`src/rtl/sram_arbiter.sv`:
```
// Round-robin arbiter and SETUP/ACCESS/DONE access sequencer that shares the
// data SRAM between the CPU load/store path and an auxiliary requester.
module sram_arbiter #(
    parameter int WAIT_CYCLES = 1
) (
    input  logic        CLK,
    input  logic        Reset,
    input  logic        CpuReq,
    input  logic        CpuWr,
    input  logic [10:0] CpuAdx,
    input  logic [31:0] CpuWData,
    output logic        CpuGnt,
    output logic        CpuDone,
    output logic [31:0] CpuRData,
    input  logic        AuxReq,
    input  logic        AuxWr,
    input  logic [10:0] AuxAdx,
    input  logic [31:0] AuxWData,
    output logic        AuxGnt,
    output logic        AuxDone,
    output logic [31:0] AuxRData,
    output logic [10:0] SramAdx,
    output logic [31:0] SramDout,
    input  logic [31:0] SramDin,
    output logic        SramCS,
    output logic        SramWE,
    output logic        SramOE,
    output logic        Busy
);

    typedef enum logic [1:0] {
        S_IDLE   = 2'd0,
        S_SETUP  = 2'd1,
        S_ACCESS = 2'd2,
        S_DONE   = 2'd3
    } state_t;

    localparam logic [1:0] LAST_CNT = 2'(WAIT_CYCLES - 1);

    state_t      state_q, state_d;
    logic        owner_q, owner_d;       // 1 = Aux owns the current transfer
    logic        last_gnt_q, last_gnt_d; // 1 = Aux was granted last
    logic        wr_q, wr_d;
    logic [10:0] adx_q, adx_d;
    logic [31:0] wdata_q, wdata_d;
    logic [1:0]  cnt_q, cnt_d;
    logic [31:0] cpu_rdata_q, cpu_rdata_d;
    logic [31:0] aux_rdata_q, aux_rdata_d;
    logic        cpu_gnt_q, cpu_gnt_d, aux_gnt_q, aux_gnt_d;
    logic        cpu_done_q, cpu_done_d, aux_done_q, aux_done_d;
    logic        cs_q, cs_d, we_q, we_d, oe_q, oe_d, busy_q, busy_d;
    logic [31:0] dout_q, dout_d;
    logic        win_aux_s;

    // On a tie the requester not granted last wins
    assign win_aux_s = AuxReq & (~CpuReq | ~last_gnt_q);

    // Next-state, request latching and read-data capture
    always_comb begin
        state_d     = state_q;
        owner_d     = owner_q;
        last_gnt_d  = last_gnt_q;
        wr_d        = wr_q;
        adx_d       = adx_q;
        wdata_d     = wdata_q;
        cnt_d       = cnt_q;
        cpu_rdata_d = cpu_rdata_q;
        aux_rdata_d = aux_rdata_q;
        case (state_q)
            S_IDLE: begin
                if (CpuReq | AuxReq) begin
                    state_d    = S_SETUP;
                    owner_d    = win_aux_s;
                    last_gnt_d = win_aux_s;
                    wr_d       = win_aux_s ? AuxWr : CpuWr;
                    adx_d      = win_aux_s ? AuxAdx : CpuAdx;
                    wdata_d    = win_aux_s ? AuxWData : CpuWData;
                    cnt_d      = 2'd0;
                end else begin
                    state_d = S_IDLE;
                end
            end
            S_SETUP: begin
                state_d = S_ACCESS;
                cnt_d   = 2'd0;
            end
            S_ACCESS: begin
                if (cnt_q == LAST_CNT) begin
                    state_d = S_DONE;
                    cnt_d   = 2'd0;
                    if (!wr_q && owner_q) begin
                        aux_rdata_d = SramDin;
                    end else if (!wr_q) begin
                        cpu_rdata_d = SramDin;
                    end else begin
                        cpu_rdata_d = cpu_rdata_q;
                    end
                end else begin
                    cnt_d = cnt_q + 2'd1;
                end
            end
            S_DONE: begin
                state_d = S_IDLE;
            end
            default: begin
                state_d = S_IDLE;
            end
        endcase
    end

    // Output values for the next cycle, derived from the next state
    always_comb begin
        cs_d       = (state_d == S_SETUP) || (state_d == S_ACCESS);
        we_d       = cs_d & wr_d;
        oe_d       = cs_d & ~wr_d;
        dout_d     = we_d ? wdata_d : 32'd0;
        cpu_gnt_d  = (state_d == S_SETUP) & ~owner_d;
        aux_gnt_d  = (state_d == S_SETUP) & owner_d;
        cpu_done_d = (state_d == S_DONE) & ~owner_d;
        aux_done_d = (state_d == S_DONE) & owner_d;
        busy_d     = (state_d != S_IDLE);
    end

    // State and output registers with synchronous active-low reset
    always_ff @(posedge CLK) begin
        if (!Reset) begin
            state_q     <= S_IDLE;
            owner_q     <= 1'b0;
            last_gnt_q  <= 1'b1;
            wr_q        <= 1'b0;
            adx_q       <= 11'd0;
            wdata_q     <= 32'd0;
            cnt_q       <= 2'd0;
            cpu_rdata_q <= 32'd0;
            aux_rdata_q <= 32'd0;
            cpu_gnt_q   <= 1'b0;
            aux_gnt_q   <= 1'b0;
            cpu_done_q  <= 1'b0;
            aux_done_q  <= 1'b0;
            cs_q        <= 1'b0;
            we_q        <= 1'b0;
            oe_q        <= 1'b0;
            dout_q      <= 32'd0;
            busy_q      <= 1'b0;
        end else begin
            state_q     <= state_d;
            owner_q     <= owner_d;
            last_gnt_q  <= last_gnt_d;
            wr_q        <= wr_d;
            adx_q       <= adx_d;
            wdata_q     <= wdata_d;
            cnt_q       <= cnt_d;
            cpu_rdata_q <= cpu_rdata_d;
            aux_rdata_q <= aux_rdata_d;
            cpu_gnt_q   <= cpu_gnt_d;
            aux_gnt_q   <= aux_gnt_d;
            cpu_done_q  <= cpu_done_d;
            aux_done_q  <= aux_done_d;
            cs_q        <= cs_d;
            we_q        <= we_d;
            oe_q        <= oe_d;
            dout_q      <= dout_d;
            busy_q      <= busy_d;
        end
    end

    assign CpuGnt   = cpu_gnt_q;
    assign AuxGnt   = aux_gnt_q;
    assign CpuDone  = cpu_done_q;
    assign AuxDone  = aux_done_q;
    assign CpuRData = cpu_rdata_q;
    assign AuxRData = aux_rdata_q;
    assign SramAdx  = adx_q;
    assign SramDout = dout_q;
    assign SramCS   = cs_q;
    assign SramWE   = we_q;
    assign SramOE   = oe_q;
    assign Busy     = busy_q;

endmodule
```
`config.mk`:
```
export PLATFORM = sky130hd
export DESIGN_NAME = sram_arbiter
export DESIGN_NICKNAME = d
export VERILOG_FILES = /design/src/rtl/sram_arbiter.sv
export SDC_FILE = /design/constraint.sdc
export NUM_CORES = 1
export LEC_CHECK = 0
export BUFFER_PORTS_ARGS = -buffer_cell sky130_fd_sc_hd__buf_4
export CAP_MARGIN = 40
export CORE_ASPECT_RATIO = 0.75
export CORE_UTILIZATION = 40
export DETAILED_ROUTE_END_ITERATION = 8
export GPL_TIMING_DRIVEN = 0
export HOLD_SLACK_MARGIN = 0.05
export PLACE_DENSITY = 0.65
export SLEW_MARGIN = 25
export SYNTH_ARGS = -nofsm -noshare
export SYNTH_HDL_FRONTEND = slang
export SYNTH_SLANG_ARGS = --single-unit
```
`constraint.sdc`:
```
create_clock -name CLK -period 2.6 [get_ports CLK]
set_input_delay 0.26 -clock CLK [delete_from_list [all_inputs] [get_ports CLK]]
set_output_delay 0.26 -clock CLK [all_outputs]
set_load 0.05 [all_outputs]
```
==> out/qor.txt <==
status - completed
flop2flop setup slack - 270 ps
Post-synth EDFFs - 0
Compound-Gate Fraction of Synth Area - 0.1884
synth unique cells - 34
most common cell in the netlist - nand2_1
clock period minus final worst setup slack - 2329 ps
TritonCTS Buffers - 17
Core Region - 0.01474 mm^2
Max Buffers Root-to-Sink - 2
post-DR vias/cell - 5.055
Reg clk slew, reported paths - 70 ps
Critical Path RT - 2880 ps
CP Capture Point - SramDout[5]
ys async rst share - 0
Final WS setup - 271.1 ps
Critical Path AT - 2610 ps
Die Ht - 109.3 um
# Max-Cap Violations - 0
Max stage delay on crit path - 450 ps
top cells by count, synth - 156 x nand2_1, 154 x dfxtp_1, 99 x a21oi_1
first drt pass iteration count - 5
Slew @ Worst Pin - 596.0 ps
synth top area cells - dfxtp_1 50%, nand2_1 9.5%, a21oi_1 8.1%, nand2b_1 6.5%, o32ai_1 4.6%
vias post-DR - 6,127
Critical R2R Launch - state_q[0]
Synth Cell Area - 0.006145 mm^2
number of H-tree levels - 4
worst r2r path cells - 8
Final Hold Violating Endpoints - 0
gr usage total - 0.2438
Mapped Nets - 876
number of port buffers - 237
Crit Path Max Fanout - 10
Pwr Density - 886.5 mW/mm^2
DR WL/cell - 15.92 um
fmax - 429.4 MHz
# diodes - 0
vias in the first global route - 5,713
Overall Power - 7.776 mW
crit-path cells - inv_1 -> ha_1 -> o21ai_0 -> o21ai_1 -> ha_1 -> nand2_1 -> buf_1 -> nor4_1
Mean Syn Cell Area - 8.270 um^2
setup TNS - 0 ps
Slew HR - 0.5991
Die W - 145.1 um
area share of the leading cell type in the synthesized netlist - 0.5017
CTS root buf - clkbuf_16
Synth Register Bits - 154
Synth area leader - dfxtp_1
Primary FF master, synth - dfxtp_1
Post-Synth XOR/XNOR Area - 0
largest family of logic cells by synthesized area - simple AND/OR/NAND/NOR gates
post-synthesis mux area share - 0
fill count - 1,397
Die Footprint - 0.01587 mm^2
Most Frequent Cell on Critical Path - ha_1
fraction of layout cells with a size suffix above 1 - 0.2945
Hold WC Path Type - input pin to register
std cell rows - 38
fin nets - 1,132
# DRC - 0
Area after DPL - 0.008174 mm^2
Total Wirelength - 19,300 um
GRT overflow - 0
Post-Place Cells - 1,180
pin count of the biggest net entering global routing - 17
first-pass GRT wire length - 30,480 um
worst slack, placed - 70.46 ps
Static Leak - 3.716 nW
DR iter-0 viols - 447
kind of critical path - register to register
unrepaired setup endpoints after global routing - no
hold-fix buffer count after cts - 0
io pins - 239
CTS tree - built
Synth Area in Simple Gates - 0.2352
worst reg2reg endpoint - SramDout[5]
Layout area overhead - 42.74%
sequential element share of the synthesized area - 0.5017
Sink Count - 154
initial antenna violation count - 0
Final Max Tran Viols - 0
final design utilization - 0.5951
fin crit share - 0.8957
maximum VDD drop - 0.6296 mV
clk_lat worst skew - 420 ps
Synth warnings - 0
final setup fails - 0
Synth Instances - 743
hold slack - 90.40 ps
Synth Area in Adders - 0.01833
CP startpoint - state_q[0]
Design Area, Final - 0.008771 mm^2
crit start category - register
Initial Utilization - 0.4169
crit end category - register
Slowest cell on crit path - buf_1
GPL Wtd Cong - 0.7948
Routed Antenna Nets - 0
Detailed Place HPWL - 14,200 um
number of standard cells in the final layout excluding fillers - 1,212
worst clock skew - 8.871 ps
==> registers in the layout, indices dropped and copies added, names as in the netlist <==
register and flops:
SramDout 32, AuxGnt 1, last_gnt_q 1, SramAdx 11, SramCS 1, AuxRData 32, cnt_q 2, CpuRData 32
wdata_q 32, CpuDone 1, state_q 2, wr_q 1, Busy 1, AuxDone 1, SramWE 1, CpuGnt 1
owner_q 1, SramOE 1
==> area by class of cell <==
class / instances / area, um^2 / share of cell area
Tap cell: 200 / 250.2 / 0.02853
Clock inverter: 13 / 142.6 / 0.01626
Clock buffer: 19 / 452.9 / 0.05164
Timing Repair Buffer: 237 / 1779 / 0.2029
Inverter: 9 / 33.78 / 0.003852
Buffer: 68 / 314.1 / 0.03581
Multi-Input combinational cell: 512 / 2715 / 0.3096
Sequential cell: 154 / 3083 / 0.3515
==> where the power goes <==
group | leakage (nW) | switching [mW] | internal (mW) | total, mW
logic | 2.17 | 1.70 | 0.783 | 2.48
registers | 1.26 | 0.130 | 2.68 | 2.81
clock network | 0.290 | 1.02 | 1.47 | 2.49
==> timing repair <==
action	4_1_cts	5_1_grt
setup endpoints to repair	0	31
resized for setup	0	4
setup buffers	0	0
==> how the worst min path moves through the flow <==
stage	cells past startpoint	to	slack (ps)	start
6_report	3	AuxRData[14]	90	SramDin[14]
5_1_grt	3	AuxRData[15]	90	SramDin[15]
4_1_cts	3	AuxRData[14]	80	SramDin[14]
3_5_place_dp	2	CpuRData[24]	450	CpuRData[24]
3_3_place_gp	2	CpuRData[12]	440	CpuRData[12]
2_1_floorplan	2	CpuRData[17]	400	SramDin[17]
==> worst max-delay path: cells and delay by family (launching register included) <==
kind                       cells  cell delay (ps)
AOI/OAI and AO/OA              2              400
adders and majority gates      2              560
buffers and inverters          2              550
DFF                            1              320
and+or+nand+nor                2              360
==> placed cells by master (no fill, tap or decap), types with 11 or more instances in the layout <==
cell,Yosys,layout
buf_4,3,240
nand2_1,156,156
dfxtp_1,154,154
a21oi_1,99,99
nand2b_1,64,64
o21ai_0,49,48
clkbuf_1,42,40
nor2_1,38,38
o32ai_1,32,32
nor4_1,32,32
buf_2,18,18
clkbuf_16,0,17
a31oi_1,11,11
==> logic make-up (layout without fill, tap and decap cells) <==
group	count (synthesis)	in the layout
buffers and inverters	77	346
DFF	154	154
adders and majority gates	9	9
AOI/OAI and AO/OA	197	197
and+or+nand+nor	306	306
==> metal layers <==
metal / global-route usage / vias to the layer above / wire length [um]
met1: 0.3430 / 2833 / 9366
met5: 0 / - / 0
met4: 0.06541 / 0 / 240
met2: 0.3565 / 214 / 8146
li1: - / 3064 / -
met3: 0.08008 / 16 / 1542
(Power assumes the default switching activity.)
